<file path="config.mk">
export PLATFORM = sky130hd
export DESIGN_NAME = ctr_eng_arb
export DESIGN_NICKNAME = d
export VERILOG_FILES = /design/src/rtl/ctr_eng_arb.sv
export SDC_FILE = /design/constraint.sdc
export NUM_CORES = 1
export LEC_CHECK = 0
export ABC_AREA = 1
export BUFFER_PORTS_ARGS = -buffer_cell sky130_fd_sc_hd__buf_2
export CELL_PAD_IN_SITES_DETAIL_PLACEMENT = 1
export CELL_PAD_IN_SITES_GLOBAL_PLACEMENT = 1
export CORE_AREA = 3 3 219 221
export DETAILED_ROUTE_END_ITERATION = 10
export DIE_AREA = 0 0 222 224
export HOLD_SLACK_MARGIN = 0.02
export PLACE_DENSITY_LB_ADDON = 0.1
export RECOVER_POWER = 25
export SYNTH_ARGS = -nofsm -noshare
export SYNTH_HDL_FRONTEND = slang
export SYNTH_SLANG_ARGS = --single-unit
</file>
<file path="constraint.sdc">
create_clock -name clk -period 6.87 [get_ports clk]
set_clock_uncertainty 0.1 [all_clocks]
set_input_delay 0.3435 -clock clk [delete_from_list [all_inputs] [get_ports clk]]
set_output_delay 0.3435 -clock clk [all_outputs]
set_load 0.1 [all_outputs]
</file>
<file path="src/rtl/ctr_eng_arb.sv">
// Per-engine config/busy/drain FSMs, shared GLB coordinate address arbiter and in-order
// read-data return through an outstanding-tag FIFO. Build macro: CTR_CONCURRENT_EN.
module ctr_eng_arb #(
  parameter int NUM_ENG     = 2,
  parameter int ENG_W       = (NUM_ENG > 1) ? $clog2(NUM_ENG) : 1,
  parameter int IDX_WIDTH   = 10,
  parameter int SRAM_WIDTH  = 256,
  parameter int OUTST_DEPTH = 4
) (
  input  logic                           clk,
  input  logic                           rst,
  input  logic                           CCUCTR_CfgVld,
  output logic                           CTRCCU_CfgRdy,
  input  logic [ENG_W-1:0]               CCUCTR_CfgMod,
  output logic [NUM_ENG-1:0]             CTRCCU_Busy,
  output logic                           CTRCCU_Err,
  output logic [NUM_ENG-1:0]             CTRENG_CfgVld,
  input  logic [NUM_ENG-1:0]             ENGCTR_CfgRdy,
  input  logic [NUM_ENG-1:0]             ENGCTR_Done,
  input  logic [NUM_ENG*IDX_WIDTH-1:0]   ENGCTR_CrdAddr,
  input  logic [NUM_ENG-1:0]             ENGCTR_CrdAddrVld,
  output logic [NUM_ENG-1:0]             CTRENG_CrdAddrRdy,
  output logic [IDX_WIDTH-1:0]           CTRGLB_CrdAddr,
  output logic                           CTRGLB_CrdAddrVld,
  input  logic                           GLBCTR_CrdAddrRdy,
  input  logic [SRAM_WIDTH-1:0]          GLBCTR_Crd,
  input  logic                           GLBCTR_CrdVld,
  output logic                           CTRGLB_CrdRdy,
  output logic [SRAM_WIDTH-1:0]          CTRENG_Crd,
  output logic [NUM_ENG-1:0]             CTRENG_CrdVld,
  input  logic [NUM_ENG-1:0]             ENGCTR_CrdRdy
);
  localparam int PTR_W = $clog2(OUTST_DEPTH);
  localparam int CNT_W = PTR_W + 1;

  // Handshakes: a transfer happens on a cycle where valid and ready are both high at
  // the clk edge; valid never depends on ready, ready may depend on valid.
  typedef enum logic [1:0] {ST_IDLE, ST_CFG, ST_BUSY, ST_DRAIN} eng_state_e;

  eng_state_e       state_q [NUM_ENG];
  eng_state_e       state_d [NUM_ENG];
  logic [CNT_W-1:0] outst_q [NUM_ENG];
  logic [CNT_W-1:0] outst_d [NUM_ENG];
  logic [ENG_W-1:0] tag_q   [OUTST_DEPTH];
  logic [ENG_W-1:0] cand    [NUM_ENG];
  logic [PTR_W-1:0] wr_ptr_q, rd_ptr_q;
  logic [CNT_W-1:0] cnt_q;
  logic             err_q;

  logic [NUM_ENG-1:0] idle, elig;
  logic               mod_ok, tgt_idle, admit, cfg_hs;
  logic               fifo_empty, fifo_full, push, pop, can_push, found;
  logic [ENG_W-1:0]   gnt_idx, head, rr_start;

  always_comb begin
    idle     = '0;
    elig     = '0;
    mod_ok   = 1'b0;
    tgt_idle = 1'b0;
    for (int i = 0; i < NUM_ENG; i++) begin
      idle[i] = (state_q[i] == ST_IDLE);
      elig[i] = (state_q[i] == ST_BUSY) && ENGCTR_CrdAddrVld[i];
      if (CCUCTR_CfgMod == ENG_W'(i)) begin
        mod_ok   = 1'b1;
        tgt_idle = idle[i];
      end
    end
  end

`ifdef CTR_CONCURRENT_EN
  logic [ENG_W-1:0] rr_q;
  assign admit    = tgt_idle;
  assign rr_start = rr_q;
  always_ff @(posedge clk) begin
    if (rst) rr_q <= '0;
    else if (push) rr_q <= (gnt_idx == ENG_W'(NUM_ENG - 1)) ? '0 : gnt_idx + 1'b1;
  end
`else
  // Single active engine: all idle implies the target is idle too.
  assign admit    = tgt_idle && (&idle);
  assign rr_start = '0;
`endif

  assign CTRCCU_CfgRdy = mod_ok && admit;
  assign cfg_hs        = CCUCTR_CfgVld && CTRCCU_CfgRdy;

  assign fifo_empty = (cnt_q == '0);
  assign fifo_full  = (cnt_q == CNT_W'(OUTST_DEPTH));
  assign head       = tag_q[rd_ptr_q];
  assign pop        = GLBCTR_CrdVld && !fifo_empty && ENGCTR_CrdRdy[head];
  assign can_push   = !fifo_full || pop;

  // Highest offset first so the last hit is the one closest to the pointer.
  always_comb begin
    found   = 1'b0;
    gnt_idx = '0;
    for (int k = 0; k < NUM_ENG; k++) cand[k] = ENG_W'((int'(rr_start) + k) % NUM_ENG);
    for (int k = NUM_ENG - 1; k >= 0; k--) begin
      if (elig[cand[k]]) begin
        found   = 1'b1;
        gnt_idx = cand[k];
      end
    end
  end

  assign CTRGLB_CrdAddrVld = found && can_push;
  assign push              = CTRGLB_CrdAddrVld && GLBCTR_CrdAddrRdy;
  assign CTRGLB_CrdRdy     = !fifo_empty && ENGCTR_CrdRdy[head];
  assign CTRENG_Crd        = fifo_empty ? '0 : GLBCTR_Crd;
  assign CTRCCU_Err        = err_q;

  always_comb begin
    CTRENG_CrdAddrRdy = '0;
    CTRGLB_CrdAddr    = '0;
    CTRENG_CrdVld     = '0;
    if (CTRGLB_CrdAddrVld) begin
      CTRENG_CrdAddrRdy[gnt_idx] = GLBCTR_CrdAddrRdy;
      CTRGLB_CrdAddr = ENGCTR_CrdAddr[int'(gnt_idx)*IDX_WIDTH +: IDX_WIDTH];
    end
    if (!fifo_empty) CTRENG_CrdVld[head] = GLBCTR_CrdVld;
  end

  always_comb begin
    CTRENG_CfgVld = '0;
    CTRCCU_Busy   = '0;
    for (int i = 0; i < NUM_ENG; i++) begin
      state_d[i]       = state_q[i];
      outst_d[i]       = outst_q[i];
      CTRENG_CfgVld[i] = (state_q[i] == ST_CFG);
      CTRCCU_Busy[i]   = !idle[i];
      case (state_q[i])
        ST_IDLE:  if (cfg_hs && CCUCTR_CfgMod == ENG_W'(i)) state_d[i] = ST_CFG;
        ST_CFG:   if (ENGCTR_CfgRdy[i]) state_d[i] = ST_BUSY;
        ST_BUSY:  if (ENGCTR_Done[i]) state_d[i] = ST_DRAIN;
        ST_DRAIN: if (outst_q[i] == '0) state_d[i] = ST_IDLE;
        default:  state_d[i] = ST_IDLE;
      endcase
      if (push && gnt_idx == ENG_W'(i)) outst_d[i] = outst_d[i] + 1'b1;
      if (pop && head == ENG_W'(i))     outst_d[i] = outst_d[i] - 1'b1;
    end
  end

  always_ff @(posedge clk) begin
    if (rst) begin
      for (int i = 0; i < NUM_ENG; i++) begin
        state_q[i] <= ST_IDLE;
        outst_q[i] <= '0;
      end
      wr_ptr_q <= '0;
      rd_ptr_q <= '0;
      cnt_q    <= '0;
      err_q    <= 1'b0;
    end else begin
      for (int i = 0; i < NUM_ENG; i++) begin
        state_q[i] <= state_d[i];
        outst_q[i] <= outst_d[i];
      end
      if (push) begin
        tag_q[wr_ptr_q] <= gnt_idx;
        wr_ptr_q        <= wr_ptr_q + 1'b1;
      end
      if (pop) rd_ptr_q <= rd_ptr_q + 1'b1;
      if (push && !pop)      cnt_q <= cnt_q + 1'b1;
      else if (pop && !push) cnt_q <= cnt_q - 1'b1;
      if (GLBCTR_CrdVld && fifo_empty) err_q <= 1'b1;
    end
  end
endmodule
</file>
# Word-level counts from Yosys, hierarchy flattened
# Memories as Yosys holds them, arrays and structs flattened. A register that Yosys moved wholly into a read port is not among the register bits.
# Index checks and enable logic that the tools add are counted.
dict set report totals {
  regBits 8
  mem_bits_rw 14
  output_inout_bits 278
  elab_cells 113
  n_memories 3
}
# name depth word_bits rd rd_ports_with_merged_regs wr line
set mem_list {}
lappend mem_list {outst_q 2 3 2 0 2 42} ;# logic [CNT_W-1:0] outst_q [NUM_ENG];
lappend mem_list {state_q 2 2 2 0 2 40} ;# eng_state_e state_q [NUM_ENG];
lappend mem_list {tag_q 4 1 1 1 1 44} ;# logic [ENG_W-1:0] tag_q [OUTST_DEPTH];
dict set report classes {
  add_sub_neg 8
  mul 1
  magnitude_cmp 4
  n_eq_ne 7
  shifts 1
  mux 42
  n_bitwise 9
  n_reduce_logical 34
}
# cell count
set op_table {}
lappend op_table {{256-bit 2-to-1 mux} 1}
lappend op_table {{2-bit 2-to-1 mux} 14}
lappend op_table {{3-bit 2-to-1 mux} 8}
lappend op_table {{1-bit logical AND} 20}
lappend op_table {{20-bit by 6-bit indexed part select with 10-bit output} 1}
lappend op_table {{2-bit one-hot mux with 4 select lines} 2}
lappend op_table {{1-bit 2-to-1 mux} 14}
lappend op_table {{10-bit 2-to-1 mux} 1}
lappend op_table {{3-bit by 1-bit adder with 3-bit output (second input constant)} 3}
lappend op_table {{3-bit zero test} 3}
lappend op_table {{3-bit by 1-bit subtractor with 3-bit output (second input constant)} 3}
lappend op_table {{2-bit == test (second input constant)} 4}
lappend op_table {{1-bit zero test} 6}
lappend op_table {{2-bit by 1-bit adder with 2-bit output (second input constant)} 2}
lappend op_table {{2-bit AND} 2}
lappend op_table {{2-bit by 1-bit == test with 1-bit output (second input constant)} 2}
lappend op_table {{2-bit zero test} 2}
lappend op_table {{1-bit by 2-bit < comparator with 1-bit output (second input constant)} 2}
lappend op_table {{1-bit by 3-bit multiplier with 4-bit output (second input constant)} 1}
lappend op_table {{1-bit OR} 4}
lappend op_table {{3-bit == test (second input constant)} 1}
lappend op_table {{1-bit NOT} 3}
lappend op_table {{1-bit demux with 1-bit select} 2}
lappend op_table {{1-bit greater-or-equal comparator (second input constant)} 2}
lappend op_table {{other kinds (3)} 3}

# Logic depth before layout (Yosys ltp)
# Gate-level depths: netlist (run 1).
dict set report depth {
  depth_word 12
  mapped_depth 17
}

# Worst setup path after synthesis (run 1)
# OpenSTA, ideal clock, no wires.
dict set report synth_path {
  kind {register to output}
  startpoint {memory state_q[0][0] (netlist name)}
  endpoint {output CTRGLB_CrdAddr[0]}
  arrival_ns 2.723
  required_time_ns 6.426
  slack_ns 3.704
  stages_incl_launch_ff 7
  path_buffers 1
  cell_sequence {dfxtp_1 inv_1 ha_1 a21oi_2 clkbuf_1 nand2_1 a21oi_1}
}
# item line
set synth_lines {}
lappend synth_lines {{from (decl)} 40}
lappend synth_lines {{to (decl)} 23} ;# output logic [IDX_WIDTH-1:0] CTRGLB_CrdAddr,

==> qor.txt, run 1 <==
Status - finished clean
All-Layer GR Usage - 11.7%
Post-layout nets - 1651
Largest net degree at the start of global routing - 108
Type of origin of the critical path - register
CTS buffer count - 3
Worst EP arrival - 3.50 ns
DR DRC count - 0
Post-Syn Area - 0.00384 mm^2
Max Freq - 253 MHz
EDFF count, synth - 4
I/O Pins - 568
HP Start - rst
CTS tree - done
Drt pass-1 iters - 4
Seq/Total Area, Yosys - 13.6%
Hold crit path type - in2reg
Finish-stage setup viols - 0
Slowest CP cell - a21oi_1
RSZ-0062 raised after global routing - no
Most frequent cell after synthesis - inv_1
Crit Path Category - reg2out
Mapped Cells - 799
Yosys top cell by area - inv_1
Grt ovf - 0
CP Cell Sequence - inv_1, ha_1, a21oi_1, inv_1, nor2_2, nand3_4, inv_2, buf_2
Slew Viols, Final - 0
CP peak stage delay - 1.02 ns
Final Cycle Share - 57.5%
Crit-path max FO - 16
Via density - 3.19
Post-DRT Antenna Nets - 0
Setup crit end kind - primary output
Placeable Area - 0.0464 mm^2
CTS Root Cell - clkbuf_16
Placed wire-length estimate - 28300 um
Vias in the first global route - 6311
Tmin final - 3.95 ns
Area grow syn2layout - 90.2%
Rows - 79
Mapped Avg Cell Area - 4.81 um^2
Most used cell, CP - inv_1
Via count - 6235
Clock Latency Late Sink - 0.27 ns
Required time worst endpoint - 6.43 ns
Post-CTS setup buffer count - 0
WL/cell - 16.2 um
Clk buf depth - 2
Synth top cells by count - inv_1 (298), nor2_1 (279), nand2_1 (70)
Top cell type's share of synthesized area - 29.1%
Worst slew pin tran - 1.31 ns
Num Clock Sinks - 24
FFs w/ async S/R, synth - 0%
Initial Util - 8.29%
Initial DRC Count - 201
Rel. slew slack - 12.9%
Global placer's final weighted congestion - 0.785
Chip height - 224 um
Layout cells sized above 1 - 39.6%
Ys flop type - dfxtp_1
Final setup TNS - 0 ns
Ys Warns - 0
CTS Hold Bufs - 0
H-tree level count - 1
Die W - 222 um
Worst Hold Path EP - CTRCCU_Err
I/O Buffers - 567
Syn nets - 1109
Routed WL - 31600 um
Largest cells by area after synthesis - inv_1 (29%), nor2_1 (27%), dfxtp_1 (10%)
Hold Path Depth - 2
R2r endpoint - outst_q[0][5]
Synth cell types - 26
Worst Reg-to-Reg Cells - 14
Max-cap violations - 0
First-pass GRT wire length - 43400 um
Cts repair resizes - 0
Die ar. - 0.0497 mm^2
Initial antenna violation count - 18
Reg clk slew, reported paths - 0.06 ns
Synth Register Bits - 24
Reg2reg setup slack - 3.15 ns
Final Hold Vio Count - 0
Reg2Reg Launch Point - state_q[0][0]
==> layout by cell type (no fill, tap or decap), types with 3 or more instances in the layout <==
cell         n
edfxtp_1     4
a21oi_1     23
nor2_1     279
nor3_1       3
o21ai_0      8
ha_1        19
dfxtp_1     20
inv_2        5
buf_2      512
nand3_4      3
nand4_1      6
nand3_1      9
inv_1      300
clkbuf_16    3
clkbuf_1    55
diode_2      8
nand2_1     72
==> layer usage <==
metal  part of all wire, %  vias up  wire length (um)  global-route usage (%)
met5                  0.20        -                63                       0
met4                   1.8       10               581                    2.83
met3                    10       39              3160                    5.05
met2                    54      248             17000                    22.8
met1                    34     2701             10800                    11.3
li1                      -     3237                 -                       -
==> sequential cells by signal, summed over array words and instances, names as in the netlist, named ones only <==
register / count
state_q: 4
tag_q: 4
cnt_q: 3
outst_q: 6
wr_ptr_q: 2
rd_ptr_q: 2
CTRCCU_Err: 1
==> kinds of logic (layout without fill, tap and decap cells) <==
family | count (synthesis) | count (layout) | synth area share [%]
AND/OR/NAND/NOR | 375 | 375 | 39.4
buffers and inverters | 338 | 879 | 33.9
AO/OA/AOI/OAI | 40 | 40 | 5.99
flip-flops | 24 | 24 | 13.6
adder cells (fa/ha/maj) | 20 | 20 | 6.71
XOR/XNOR | 2 | 2 | 0.456
other | 0 | 8 | 0
==> per-stage QoR <==
stage          instance area, um^2  std cells  util, %  hold slack [ns]  setup WS, ns
4_1_cts                       7390       1947     15.9            0.223          3.26
6_report                      7310       1955     15.8            0.231          2.92
5_1_grt                       7300       1953     15.8            0.252          2.48
3_3_place_gp                  7310       1943     15.8            0.338          3.55
3_5_place_dp                  7310       1943     15.8            0.339          3.58
2_1_floorplan                 3840        799        -            0.313          3.70
==> worst max-delay path by stage <==
stage	from	end	slack, ns	depth (start not counted)
2_1_floorplan	state_q[0][0]	CTRGLB_CrdAddr[0]	3.70	6
3_3_place_gp	cnt_q[0]	CTRENG_Crd[42]	3.55	6
3_5_place_dp	cnt_q[0]	CTRENG_Crd[42]	3.58	6
4_1_cts	cnt_q[0]	CTRENG_Crd[42]	3.26	6
5_1_grt	state_q[0][0]	CTRENG_CrdAddrRdy[1]	2.48	8
6_report	state_q[0][0]	CTRENG_CrdAddrRdy[1]	2.92	8
==> layout make-up <==
class	instances	area [um^2]
Clock buffer	3	75.1
Clock inverter	1	3.75
Timing Repair Buffer	569	2780
Fill cell	6011	39100
Inverter	306	1160
Multi-Input combinational cell	437	1990
Antenna cell	8	20.0
Sequential cell	24	520
Tap cell	607	759
==> worst max-delay path: cells and delay by family, from the launching register on <==
kind | cells | cell delay (ns)
flip-flops | 1 | 0.37
AO/OA/AOI/OAI | 1 | 1.02
AND/OR/NAND/NOR | 2 | 0.48
adder cells (fa/ha/maj) | 1 | 0.25
buffers and inverters | 4 | 1.10
Power of run 1 is left out: the tool's default activity adds up to more than one toggle a clock period on the data nets, which glitch-free logic cannot reach.
==> run 2, diff against run 1 <==
Settings changed: CORE_AREA 3 3 219 221 to 3 3 221 223, DIE_AREA 0 0 222 224 to 0 0 224 226.
Clock period 6.87 ns to 3.3 ns, I/O delays scaled along.
==> qor.txt, run 2 (same netlist as run 1, synthesis figures left out) <==
Via density - 3.13 (was 3.19)
Type of origin of the critical path - register (unchanged)
CP peak stage delay - 0.42 ns (was 1.02 ns)
I/O Pins - 568 (unchanged)
DR DRC count - 0 (unchanged)
Final Hold Vio Count - 0 (unchanged)
Clock Latency Late Sink - 0.26 ns (was 0.27 ns)
Finish-stage setup viols - 0 (unchanged)
Die ar. - 0.0506 mm^2 (was 0.0497 mm^2)
H-tree level count - 1 (unchanged)
Post-layout nets - 1658 (was 1651)
Max-cap violations - 0 (unchanged)
Initial Util - 8.22% (was 8.29%)
CP Cell Sequence - nor2_1, a21boi_4, nand3_1, nand3_4, nand3_1, inv_1, ha_1, inv_1, fa_1, a21oi_1, o21ai_0, o21ai_0, a21oi_1 (was inv_1, ha_1, a21oi_1, inv_1, nor2_2, nand3_4, inv_2, buf_2)
Rel. slew slack - 15.2% (was 12.9%)
Final Cycle Share - 83.9%
CTS tree - done (unchanged)
Layout cells sized above 1 - 40.1% (was 39.6%)
Post-CTS setup buffer count - 0 (unchanged)
Status - finished clean (unchanged)
Max Freq - 361 MHz
Die W - 224 um (was 222 um)
Largest net degree at the start of global routing - 77 (was 108)
All-Layer GR Usage - 11.6% (was 11.7%)
Placeable Area - 0.0468 mm^2 (was 0.0464 mm^2)
Largest regs - outst_q x6, state_q x4, tag_q x4 (unchanged)
RSZ-0062 raised after global routing - no (unchanged)
Most common cell after layout, fill and taps aside - buf_2 (unchanged)
Most flops, register - outst_q (unchanged)
Crit-path max FO - 10 (was 16)
Num Clock Sinks - 24 (unchanged)
Initial antenna violation count - 12 (was 18)
Vias in the first global route - 6208 (was 6311)
Area grow syn2layout - 92.4% (was 90.2%)
Worst EP arrival - 2.81 ns (was 3.50 ns)
Reg clk slew, reported paths - 0.07 ns (was 0.06 ns)
# fillers - 6090 (was 6011)
Required time worst endpoint - 3.34 ns (was 6.43 ns)
Initial DRC Count - 200 (was 201)
CTS buffer count - 3 (unchanged)
Rows - 79 (unchanged)
Final setup TNS - 0 ns (unchanged)
Worst slew pin tran - 1.28 ns (was 1.31 ns)
First-pass GRT wire length - 43300 um (was 43400 um)
Hold crit path type - in2reg (unchanged)
I/O Buffers - 567 (unchanged)
Setup crit end kind - register (was primary output)
Max reg flops - 6 (unchanged)
Global placer's final weighted congestion - 0.768 (was 0.785)
CTS Hold Bufs - 0 (unchanged)
Tmin final - 2.77 ns
Cts repair resizes - 0 (unchanged)
Post-DRT Antenna Nets - 0 (unchanged)
Chip height - 226 um (was 224 um)
Via count - 6126 (was 6235)
Slowest CP cell - dfxtp_1 (was a21oi_1)
Drt pass-1 iters - 4 (unchanged)
Routed WL - 32100 um (was 31600 um)
CTS Root Cell - clkbuf_16 (unchanged)
Slew Viols, Final - 0 (unchanged)
WL/cell - 16.4 um (was 16.2 um)
Grt ovf - 0 (unchanged)
Placed wire-length estimate - 29100 um (was 28300 um)
Crit Path Category - reg2reg (was reg2out)
Clk buf depth - 2 (unchanged)
Leading cell types in the layout, fill and taps excluded - buf_2 (512), inv_1 (299), nor2_1 (279) (was buf_2 (512), inv_1 (300), nor2_1 (279))
run 2: changes by cell type in the layout (fill, tap and decap cells not counted), sizes merged:
cell / before / now
buf: 514 / 521
diode: 8 / 5
run 2: worst max-delay path: cells and delay by family, from the launching register on:
kind | cells | cell delay (ns)
adder cells (fa/ha/maj) | 2 | 0.52
AO/OA/AOI/OAI | 5 | 0.66
buffers and inverters | 2 | 0.20
AND/OR/NAND/NOR | 4 | 0.75
flip-flops | 1 | 0.42
run 2: cell type report:
class	instances	area (um^2)	share of cell area, %
timing repair buffer	576	2860	38.7
clock buffer	3	75.1	1.02
tap	607	759	10.3
sequential	24	520	7.04
inverter	306	1160	15.6
multi-input combinational	437	2000	27.1
antenna	5	12.5	0.169
clock inverter	1	3.75	0.0508
run 2: stage by stage:
stage / hold WS (ns) / instance area (um^2) / util, % / worst slack [ns] / cells
final: 0.0515 / 7390 / 15.8 / 0.532 / 1959
after detailed placement: 0.335 / 7390 / 15.8 / 0.603 / 1950
after floorplan: 0.134 / 3840 / - / 0.312 / 799
after CTS: 0.0455 / 7460 / 16.0 / 0.519 / 1954
after global routing: 0.0637 / 7390 / 15.8 / 0.189 / 1958
after global placement: 0.332 / 7390 / 15.8 / 0.608 / 1950
run 2: final timing paths:
kind,from,endpoint,slack (ns),cells after the start
setup / recovery,cnt_q[0],cnt_q[2],0.53,13
hold reg to reg,CTRCCU_Err,CTRCCU_Err,0.35,2
setup reg to reg,cnt_q[0],cnt_q[2],0.53,13
hold / removal,rst,CTRCCU_Err,0.05,2
run 2: per-layer routing:
layer | global-route usage [%] | share of wire (%)
met1 | 12.1 | 36
met2 | 23.0 | 54
met3 | 3.83 | 9.0
met4 | 1.32 | 1.1
met5 | 0 | 0
Power of run 2 is left out for the same reason.
==> run 3, diff against run 2 <==
Settings changed: CORE_AREA 3 3 221 223 to 3 3 219 221, DIE_AREA 0 0 224 226 to 0 0 222 224.
Clock period 3.3 ns to 2.6 ns, I/O delays scaled along.
==> qor.txt, run 3 (same netlist as run 1, synthesis figures left out) <==
Worst slack at placement - 0.160 ns (was 0.603 ns)
Post-DRT Antenna Nets - 0 (unchanged)
Largest net degree at the start of global routing - 69 (was 77)
Most common cell after layout, fill and taps aside - buf_2 (unchanged)
CTS Root Cell - clkbuf_16 (unchanged)
Initial antenna violation count - 10 (was 12)
Num Clock Sinks - 24 (unchanged)
I/O Pins - 568 (unchanged)
Leading cell types in the layout, fill and taps excluded - buf_2 (503), inv_1 (298), nor2_1 (279) (was buf_2 (512), inv_1 (299), nor2_1 (279))
Final Cycle Share - 91.8%
CP peak stage delay - 0.37 ns (was 0.42 ns)
Via density - 3.18 (was 3.13)
Crit-path max FO - 68 (was 10)
# fillers - 5972 (was 6090)
Max reg flops - 6 (unchanged)
Finish-stage setup viols - 0 (unchanged)
Tmin final - 2.39 ns
Final Hold Vio Count - 0 (unchanged)
Required time worst endpoint - 2.37 ns (was 3.34 ns)
Initial Util - 8.29% (was 8.22%)
Rows - 79 (unchanged)
I/O Buffers - 567 (unchanged)
Setup crit end kind - primary output (was register)
Layout cells sized above 1 - 44.7% (was 40.1%)
Type of origin of the critical path - register (unchanged)
Largest regs - outst_q x6, state_q x4, tag_q x4 (unchanged)
Drt pass-1 iters - 4 (unchanged)
First-pass GRT wire length - 45000 um (was 43300 um)
H-tree level count - 1 (unchanged)
Global placer's final weighted congestion - 0.795 (was 0.768)
Area grow syn2layout - 100% (was 92.4%)
Status - finished clean (unchanged)
Clk buf depth - 2 (unchanged)
Die W - 222 um (was 224 um)
CP Cell Sequence - nor2_1, nand2_1, inv_8, buf_4, nor2_1, buf_2 (was nor2_1, a21boi_4, nand3_1, nand3_4, nand3_1, inv_1, ha_1, inv_1, fa_1, a21oi_1, o21ai_0, o21ai_0, a21oi_1)
Max-cap violations - 0 (unchanged)
RSZ-0062 raised after global routing - no (unchanged)
Initial DRC Count - 155 (was 200)
Reg2Reg Launch Point - cnt_q[0] (unchanged)
Vias in the first global route - 6324 (was 6208)
Worst slew pin tran - 1.21 ns (was 1.28 ns)
Slowest CP cell - inv_8 (was dfxtp_1)
Most flops, register - outst_q (unchanged)
Crit Path Category - reg2out (was reg2reg)
Worst Setup SP - cnt_q[0] (unchanged)
Via count - 6239 (was 6126)
Hold crit path type - in2reg (unchanged)
Reg clk slew, reported paths - 0.07 ns (about the same)
WL/cell - 16.6 um (was 16.4 um)
Placeable Area - 0.0464 mm^2 (was 0.0468 mm^2)
Clock Latency Late Sink - 0.26 ns (about the same)
All-Layer GR Usage - 12.2% (was 11.6%)
Chip height - 224 um (was 226 um)
Max Freq - 419 MHz
Post-layout nets - 1663 (was 1658)
Routed WL - 32700 um (was 32100 um)
CTS tree - done (unchanged)
Final WS setup - 0.214 ns (was 0.532 ns)
Slew Viols, Final - 0 (unchanged)
Most used cell, CP - nor2_1
Placed wire-length estimate - 29700 um (was 29100 um)
HP Start - GLBCTR_CrdVld (was rst)
Grt ovf - 0 (unchanged)
CTS buffer count - 3 (unchanged)
Post-CTS setup buffer count - 0 (unchanged)
DR DRC count - 0 (unchanged)
Worst EP arrival - 2.16 ns (was 2.81 ns)
Die ar. - 0.0497 mm^2 (was 0.0506 mm^2)
Rel. slew slack - 19.9% (was 15.2%)
run 3: changes by cell type in the layout (fill, tap and decap cells not counted), moves of 2 or more:
cell	change
a21oi_2	+3
a21oi_1	-3
buf_12	+12
clkbuf_1	-49
dfxtp_2	+3
buf_4	+2
dfxtp_1	-3
nand3_2	+2
clkbuf_2	+47
nand3_1	-2
buf_2	-9
run 3: final cells by class:
type / count / area, um^2 / share of cell area, %
timing repair buffer: 581 / 3140 / 40.8
clock buffer: 3 / 75.1 / 0.975
multi-input combinational: 437 / 2030 / 26.4
tap: 607 / 759 / 9.87
inverter: 306 / 1160 / 15.0
antenna: 4 / 10.0 / 0.130
sequential: 24 / 524 / 6.81
clock inverter: 1 / 3.75 / 0.0488
run 3: per-layer routing:
metal	part of all wire (%)	up-vias	track usage [%]
met5	0.064	-	0
met3	10	27	5.28
met2	52	247	23.4
li1	-	3262	-
met4	1.4	4	1.84
met1	36	2699	12.5
run 3: timing repair:
item / CTS / global route
setup endpoints to repair: 8 / 1
hold endpoints to repair: 2 / 0
hold buffers: 1 / 0
resized for setup: 1 / 6
run 3: critical path: cells and delay by family (launching register included):
family / cells / cell delay (ns)
buffers and inverters: 3 / 0.99
and+or+nand+nor: 3 / 0.50
DFF: 1 / 0.35
run 3: worst paths after layout:
kind	to	slack [ns]	cells after the start
max reg2reg	cnt_q[2]	0.30	13
min	CTRCCU_Err	0.06	3
min reg2reg	CTRCCU_Err	0.36	2
max	CTRENG_Crd[169]	0.21	6
run 3: through the flow:
stage / hold WS [ns] / area (um^2) / TNS (ns) / utilization (%) / cells
floorplan: 0.0991 / 3850 / -2.74 / - / 799
global placement: 0.304 / 7610 / 0 / 16.4 / 1954
detailed placement: 0.301 / 7610 / 0 / 16.4 / 1954
CTS: 0.0568 / 7700 / 0 / 16.6 / 1959
global route: 0.0755 / 7690 / 0 / 16.6 / 1961
finish: 0.0572 / 7700 / 0 / 16.6 / 1963
Power of run 3 is left out for the same reason.
